$ cat config.mk
export PLATFORM = sky130hd
export DESIGN_NAME = ring_link_arbiter
export DESIGN_NICKNAME = d
export VERILOG_FILES = /design/src/rtl/ring_link_arbiter.sv
export SDC_FILE = /design/constraint.sdc
export NUM_CORES = 1
export LEC_CHECK = 0
export CAP_MARGIN = 15
export CORE_AREA = 2 2 162 164
export CTS_BUF_LIST = sky130_fd_sc_hd__clkbuf_16
export CTS_CLUSTER_DIAMETER = 30
export DETAILED_ROUTE_END_ITERATION = 8
export DIE_AREA = 0 0 164 166
export GPL_ROUTABILITY_DRIVEN = 1
export GPL_TIMING_DRIVEN = 0
export PLACE_DENSITY_LB_ADDON = 0.3
export SYNTH_ARGS = -nofsm -noshare
export SYNTH_HDL_FRONTEND = slang
export SYNTH_SLANG_ARGS = --single-unit
$ cat constraint.sdc
create_clock -name clk -period 10.6 [get_ports clk]
set_input_delay 2.65 -clock clk [delete_from_list [all_inputs] [get_ports clk]]
set_output_delay 2.65 -clock clk [all_outputs]
set_load 0.02 [all_outputs]
$ cat src/rtl/ring_link_arbiter.sv
// ring_link_arbiter: packet-atomic arbiter of ring-through and local flits onto one credit-based ring link
module ring_link_arbiter #(
  parameter int FLIT_WIDTH        = 128,
  parameter int DEST_WIDTH        = 6,
  parameter int FLIT_BUFFER_DEPTH = 4,
  parameter int RING_BURST_LIMIT  = 2
) (
  input  logic                  clk,
  input  logic                  rst,
  input  logic                  ring_valid,
  output logic                  ring_ready,
  input  logic [FLIT_WIDTH-1:0] ring_data,
  input  logic [DEST_WIDTH-1:0] ring_dest,
  input  logic                  ring_is_tail,
  input  logic                  local_valid,
  output logic                  local_ready,
  input  logic [FLIT_WIDTH-1:0] local_data,
  input  logic [DEST_WIDTH-1:0] local_dest,
  input  logic                  local_is_tail,
  output logic [FLIT_WIDTH-1:0] data_out,
  output logic [DEST_WIDTH-1:0] dest_out,
  output logic                  is_tail_out,
  output logic                  send_out,
  input  logic                  credit_in,
  output logic                  credit_err
);
  localparam int CW = $clog2(FLIT_BUFFER_DEPTH + 1);
  localparam int BW = $clog2(RING_BURST_LIMIT + 1);
  localparam logic [CW-1:0] FULL = CW'(FLIT_BUFFER_DEPTH);
  localparam logic [BW-1:0] LIM = BW'(RING_BURST_LIMIT);
  typedef enum logic [1:0] {IDLE, LOCK_RING, LOCK_LOCAL} state_t;
  state_t state;
  logic [CW-1:0] credits;
  logic [BW-1:0] burst;
  logic has_credit, ring_win, ring_acc, local_acc, acc, tail;
  // readies are masked during reset so a mid-packet reset stalls both sources at once
  always_comb begin
    has_credit = credits != '0;
    ring_win = ring_valid && !(local_valid && burst == LIM);
    ring_ready = !rst && has_credit && (state == IDLE ? ring_win : state == LOCK_RING);
    local_ready = !rst && has_credit && (state == IDLE ? local_valid && !ring_win : state == LOCK_LOCAL);
    ring_acc = ring_valid && ring_ready;
    local_acc = local_valid && local_ready;
    acc = ring_acc || local_acc;
    tail = ring_acc ? ring_is_tail : local_is_tail;
  end
  always_ff @(posedge clk or posedge rst) begin
    if (rst) begin
      state <= IDLE;
      credits <= FULL;
      burst <= '0;
      send_out <= 1'b0;
      data_out <= '0;
      dest_out <= '0;
      is_tail_out <= 1'b0;
      credit_err <= 1'b0;
    end else begin
      send_out <= acc;
      if (acc) begin
        data_out <= ring_acc ? ring_data : local_data;
        dest_out <= ring_acc ? ring_dest : local_dest;
        is_tail_out <= tail;
        state <= tail ? IDLE : state == IDLE ? (ring_acc ? LOCK_RING : LOCK_LOCAL) : state;
      end
      if (acc && state == IDLE)
        burst <= ring_acc && local_valid ? (burst == LIM ? burst : burst + 1'b1) : '0;
      credits <= credit_in && credits == FULL ? credits : credits - CW'(acc) + CW'(credit_in);
      if (credit_in && credits == FULL) credit_err <= 1'b1;
    end
  end
endmodule

Yosys cells after proc, flatten, opt, wreduce, memory -nomap -nowiden:

Index checks and enable logic that the tools add are counted.

* flip-flop bits (word level): 144
* input bits: 275
* output and inout bits: 139
* logic and storage cells: 46

* add/sub/neg operators: 3
* eq/ne operators: 5
* muxes and demuxes: 10
* reduce and logical (&&, ||, !) cells: 20

Operator list (number)
* 128-bit 2-to-1 mux: 1
* 1-bit logical AND: 11
* 2-bit 2-to-1 mux: 5
* 6-bit 2-to-1 mux: 1
* 2-bit equality test (second input constant): 2
* 2-bit AND reduction: 2
* 3-bit by 1-bit adder with 3-bit output: 1
* 3-bit equality test (second input constant): 1
* 1-bit zero test: 3
* 1-bit 2-to-1 mux: 3
* 3-bit nonzero test: 1
* 3-bit by 1-bit subtractor with 3-bit output: 1
* 2-bit by 1-bit adder with 2-bit output (second input constant): 1
* 2-bit by 1-bit equality test with 1-bit output (second input constant): 1
* 2-bit zero test: 1
* 2-bit != test (second input constant): 1
* 2-bit nonzero test: 1
* 1-bit logical OR: 1

Depth between registers and ports, before layout:

* word-level depth: 12
* gate-level depth with buffers: 11
* gate-level depth less buffers: 10

Least setup slack after synthesis:

No wires, ideal clock.

* path type: input to output
* from: input rst
* to: output local_ready
* arrival: 6.858 ns
* required time: 7.950 ns
* path slack: 1.092 ns
* stages on the path: 3
* buffers on the path: 0
* cells stage by stage: inv_1 -> nand2_1 -> nor3_1

* word-level cells in the longest chain between the ends: 3

Ends and longest elaborated chain
* from (decl): RTL line 9 `input logic rst,`
* 1-bit zero test (no source line)
* 1-bit logical AND (2 in series): RTL line 41 `local_ready = !rst && has_credit && (state == IDLE ? local_valid && !ring_win : state == LOCK_LOCAL);`
* to (decl): RTL line 16 `output logic local_ready,`

Every way passes these cells.

Worst setup path in the final report:

* from: input rst
* to: output ring_ready

* word-level cells in the longest chain between the ends: 3

Ends and longest elaborated chain
* 1-bit zero test (no source line)
* 1-bit logical AND (2 in series): RTL line 40 `ring_ready = !rst && has_credit && (state == IDLE ? ring_win : state == LOCK_RING);`
* to (decl): RTL line 11 `output logic ring_ready,`

Every way passes these cells.

==> results <==
- The largest net degree at the start of global routing is a little under 100.
- The global placement routability congestion is 0.835.
- The global-route wire length before repair is between 40,000 and 50,000 um.
- Tracing the worst setup path back leads to its startpoint at rst.
- The startpoint-to-endpoint class of the critical path is input pin to primary output.
- Setup violations remaining at the end of the flow were counted as 0.
- The first-pass iteration count of the detailed router is 4.
- The clock arrives with 0.0105 ns of skew.
- The number of H-tree levels is 4.
- The largest voltage drop on the vdd net is 0.133 mV.
- Of the cells placed in the final design, the portion with a size suffix greater than 1 is 0.170.
- The leakage component of the power is between 5 and 6 nW.
- Prior to clock tree synthesis, the placed netlist has a worst setup slack of between 2 and 3 ns.
- The count of buffers added on input and output ports is 413.
- The start point of the worst min-delay path is credit_err$_DFFE_PP0P_.
- For this run, the post-layout net count is ~1.4k.
- The flop and latch count out of synthesis is 144.
- The number of ports placed on the die boundary is around 410.
- Across all layers, the routed design uses between 6k and 7k vias.
- Summed over all layers, the global routing overflow is 0.
- The number of DRC violations after detailed-routing iteration 0 is around 240.
- The category of cells accounting for the largest share of critical-path delay is buffers and inverters.
- The aggregate routed wire length is 27,000 um.
- The areal power density over the cells is roughly 270 nW/um2.
- The number of buffers inserted for hold repair after clock tree synthesis is 0.
- Data on the critical path arrives at its endpoint at between 5 and 6 ns.
- The worst setup path is launched from an input pin.
- Once detail routing completed, the nets flagged for antenna violations numbered 0.
- The critical-path cell with the highest stage delay is clkdlybuf4s50_1.
- The maximum clock frequency is 0.129 GHz.
- Summing every instance area after synthesis gives between 7000 and 8000 um2.
- Subtracting the final worst setup slack from the clock period gives slightly below 8 ns.
- The count of flip-flops with a built-in enable after synthesis is 0.
- The transition time at the pin with the least slew margin is 0.756 ns.
- The async set-reset flop share out of synthesis is 1.00.
- The clock tree from TritonCTS is yes.
- TritonCTS created 17 clock buffers.
- The floorplan step set the die height to 166 um.
- After clock tree synthesis, the clock-pin slew on the worst setup and hold paths is approximately 0.060 ns.
- The maximum net fanout on the critical path is 96.
- The number of antenna violations at the first check in global routing is 2.
- The total number of yosys warnings is 0.
- The startpoint identified for the worst register-to-register timing path is credits[1]$_DFFE_PP0N_.
- The synthesis-to-finish area growth is 72.1%.
- The starting density of the core is 0.278.
- The netlist uses 34 different library cells.
- The number of failing hold endpoints at the final stage is 0.
- A synthesized cell averages about 11 um2.
- The number of vias per cell after detailed routing is 4.71.
- The number of global-route vias before repair was a little over 7k.
- The total track usage is 0.197.
- The type of destination of the critical path is a primary output.
- Traced cell by cell, the critical path runs through clkdlybuf4s50_1 -> inv_8 -> buf_16 -> nand2_1 -> nor3_1 -> clkdlybuf4s50_1.
- The flow ran to the end, and the final reports show no timing, DRC or antenna violations.
- The cell sitting at the root of the clock tree is a clkbuf_16.
- The wire length per cell after detailed routing is between 15 and 20 um.
- Setup slack on the critical path of the routed design comes to approximately 2.8 ns.
- The number of nets in the synthesized netlist is between 900 and 1k.
- The final-report max-slew violation count is 0.
- Setup repair after global routing left no endpoint under its margin.
- Once placement finished, the instance area stood at around 12,000 um2.
- The cell count after synthesis is about 660.
- The buffers inserted during post-CTS setup optimization is 0.
- The type of the tightest min-delay check is register to register.
- Summing all non-filler instances in the final layout gives an area of roughly 12,000 um2.
- The horizontal extent of the die is between 150 and 200 um.
- For this run, design rule violations remaining after detail routing come to 0.
- The share of the Yosys chip area taken by registers is 0.507.
- For this run, the slowest stage of the critical path takes roughly 0.66 ns.
- Gates resized during post-CTS repair numbered 0.
- The HPWL after detailed placement is 20,000 um.
- The headroom to the max-slew limit is 0.496.
- In this design, the critical path's most frequently occurring cell is clkdlybuf4s50_1.
- The clock network latency to the later pin of the worst-skew pair is 0.42 ns.
- The part of the cycle the worst path needs is 0.733.
- The most used flip-flop cell after synthesis is dfrtp_1.
- No sink is reached through more buffers than the 2 on the longest clock path.
- The number of max-cap violations is 0.
- STA puts the critical path data required time at 7.95 ns.
- The clock net sink count is approximately 140.
- The site row count is between 50 and 60.
- The sum of buffers and inverters on the critical path is 4.
- The core region is 25,600 um2.
- The die covers ~27,000 um2.
## state kept, by name, indices dropped and copies added (netlist names)
name,cells
send_out,1
burst,2
credits,3
state,2
credit_err,1
dest_out,6
data_out,128
is_tail_out,1
## cell families (layout without fill, tap and decap cells)
logic type,Yosys count,in the layout,synth area share
adders and majority gates,4,4,0.00809
other,0,1,0
DFF,144,144,0.507
buffers and inverters,66,512,0.0621
xor gates and xnor gates,2,2,0.00246
AOI/OAI and AO/OA,275,275,0.320
muxes,2,2,0.00282
and+or+nand+nor,164,164,0.0971
## synth_stat cells, types with 3 or more instances
library cell,count,area [um2]
nand2_1,141,529
a21oi_2,100,876
ha_1,3,37.5
nor2_1,4,15.0
buf_4,11,82.6
inv_1,7,26.3
o21ai_0,3,15.0
buf_6,17,191
nand3_1,3,15.0
clkbuf_1,10,37.5
buf_2,20,100
a21oi_1,35,175
dfrtp_1,143,3580
a2bb2oi_1,133,1160
## metal layers
metal  wire (um)  up-vias  GRT usage
met1       11100     3209      0.235
li1            -     3249          -
met5          12        -          0
met2       13000      287      0.333
met4         515        2     0.0633
met3        2410       33     0.0642
## per-stage QoR
step | utilization | hold WS, ns | setup TNS (ns) | power [W] | std cells
CTS | 0.478 | 0.478 | 0 | 0.00339 | 1438
global placement | 0.455 | 0.452 | -3.15 | 0.00279 | 1405
global route | 0.478 | 0.505 | 0 | 0.00355 | 1439
floorplan | - | 0.491 | 0 | 0.00195 | 657
finish | 0.478 | 0.472 | 0 | 0.00335 | 1439
detailed placement | 0.457 | 0.462 | 0 | 0.00280 | 1406
## final cells by class
type,count,area (um2)
Multi-Input combinational cell,447,3060
Buffer,58,412
Tap cell,335,419
Inverter,8,37.5
Clock inverter,15,111
Timing Repair Buffer,414,4160
Antenna cell,1,2.50
Sequential cell,144,3600
Fill cell,2398,13400
Clock buffer,17,425
## worst paths after layout
kind	to	slack (ns)	cells past startpoint
min	credit_err$_DFFE_PP0P_	0.47	1
max in group asynchronous	credits[2]$_DFFE_PP1N_	7.08	3
max reg2reg	credits[2]$_DFFE_PP1N_	7.87	11
min reg2reg	credit_err$_DFFE_PP0P_	0.47	1
max	ring_ready	2.83	6
min in group asynchronous	data_out[66]$_DFFE_PP0N_	2.63	2
## cells in the final DEF (no fill, tap or decap), types with 3 or more instances in the layout
| cell | n |
|---|---|
| buf_6 | 17 |
| buf_2 | 20 |
| a21oi_2 | 100 |
| inv_6 | 6 |
| o21ai_0 | 3 |
| a2bb2oi_1 | 133 |
| clkbuf_1 | 10 |
| ha_1 | 3 |
| clkbuf_16 | 17 |
| clkinvlp_4 | 4 |
| nand2_1 | 141 |
| inv_1 | 9 |
| nand3_1 | 3 |
| a21oi_1 | 35 |
| nor2_1 | 4 |
| clkdlybuf4s50_1 | 413 |
| buf_4 | 11 |
| dfrtp_1 | 143 |
## power breakdown
group | switching [W] | internal, W | total, W | leakage (nW)
logic | 0.000883 | 0.000919 | 0.00180 | 3.24
clock network | 0.000265 | 0.000302 | 0.000568 | 0.261
registers | 0.000156 | 0.000819 | 0.000976 | 1.60
(Power assumes the default switching activity.)
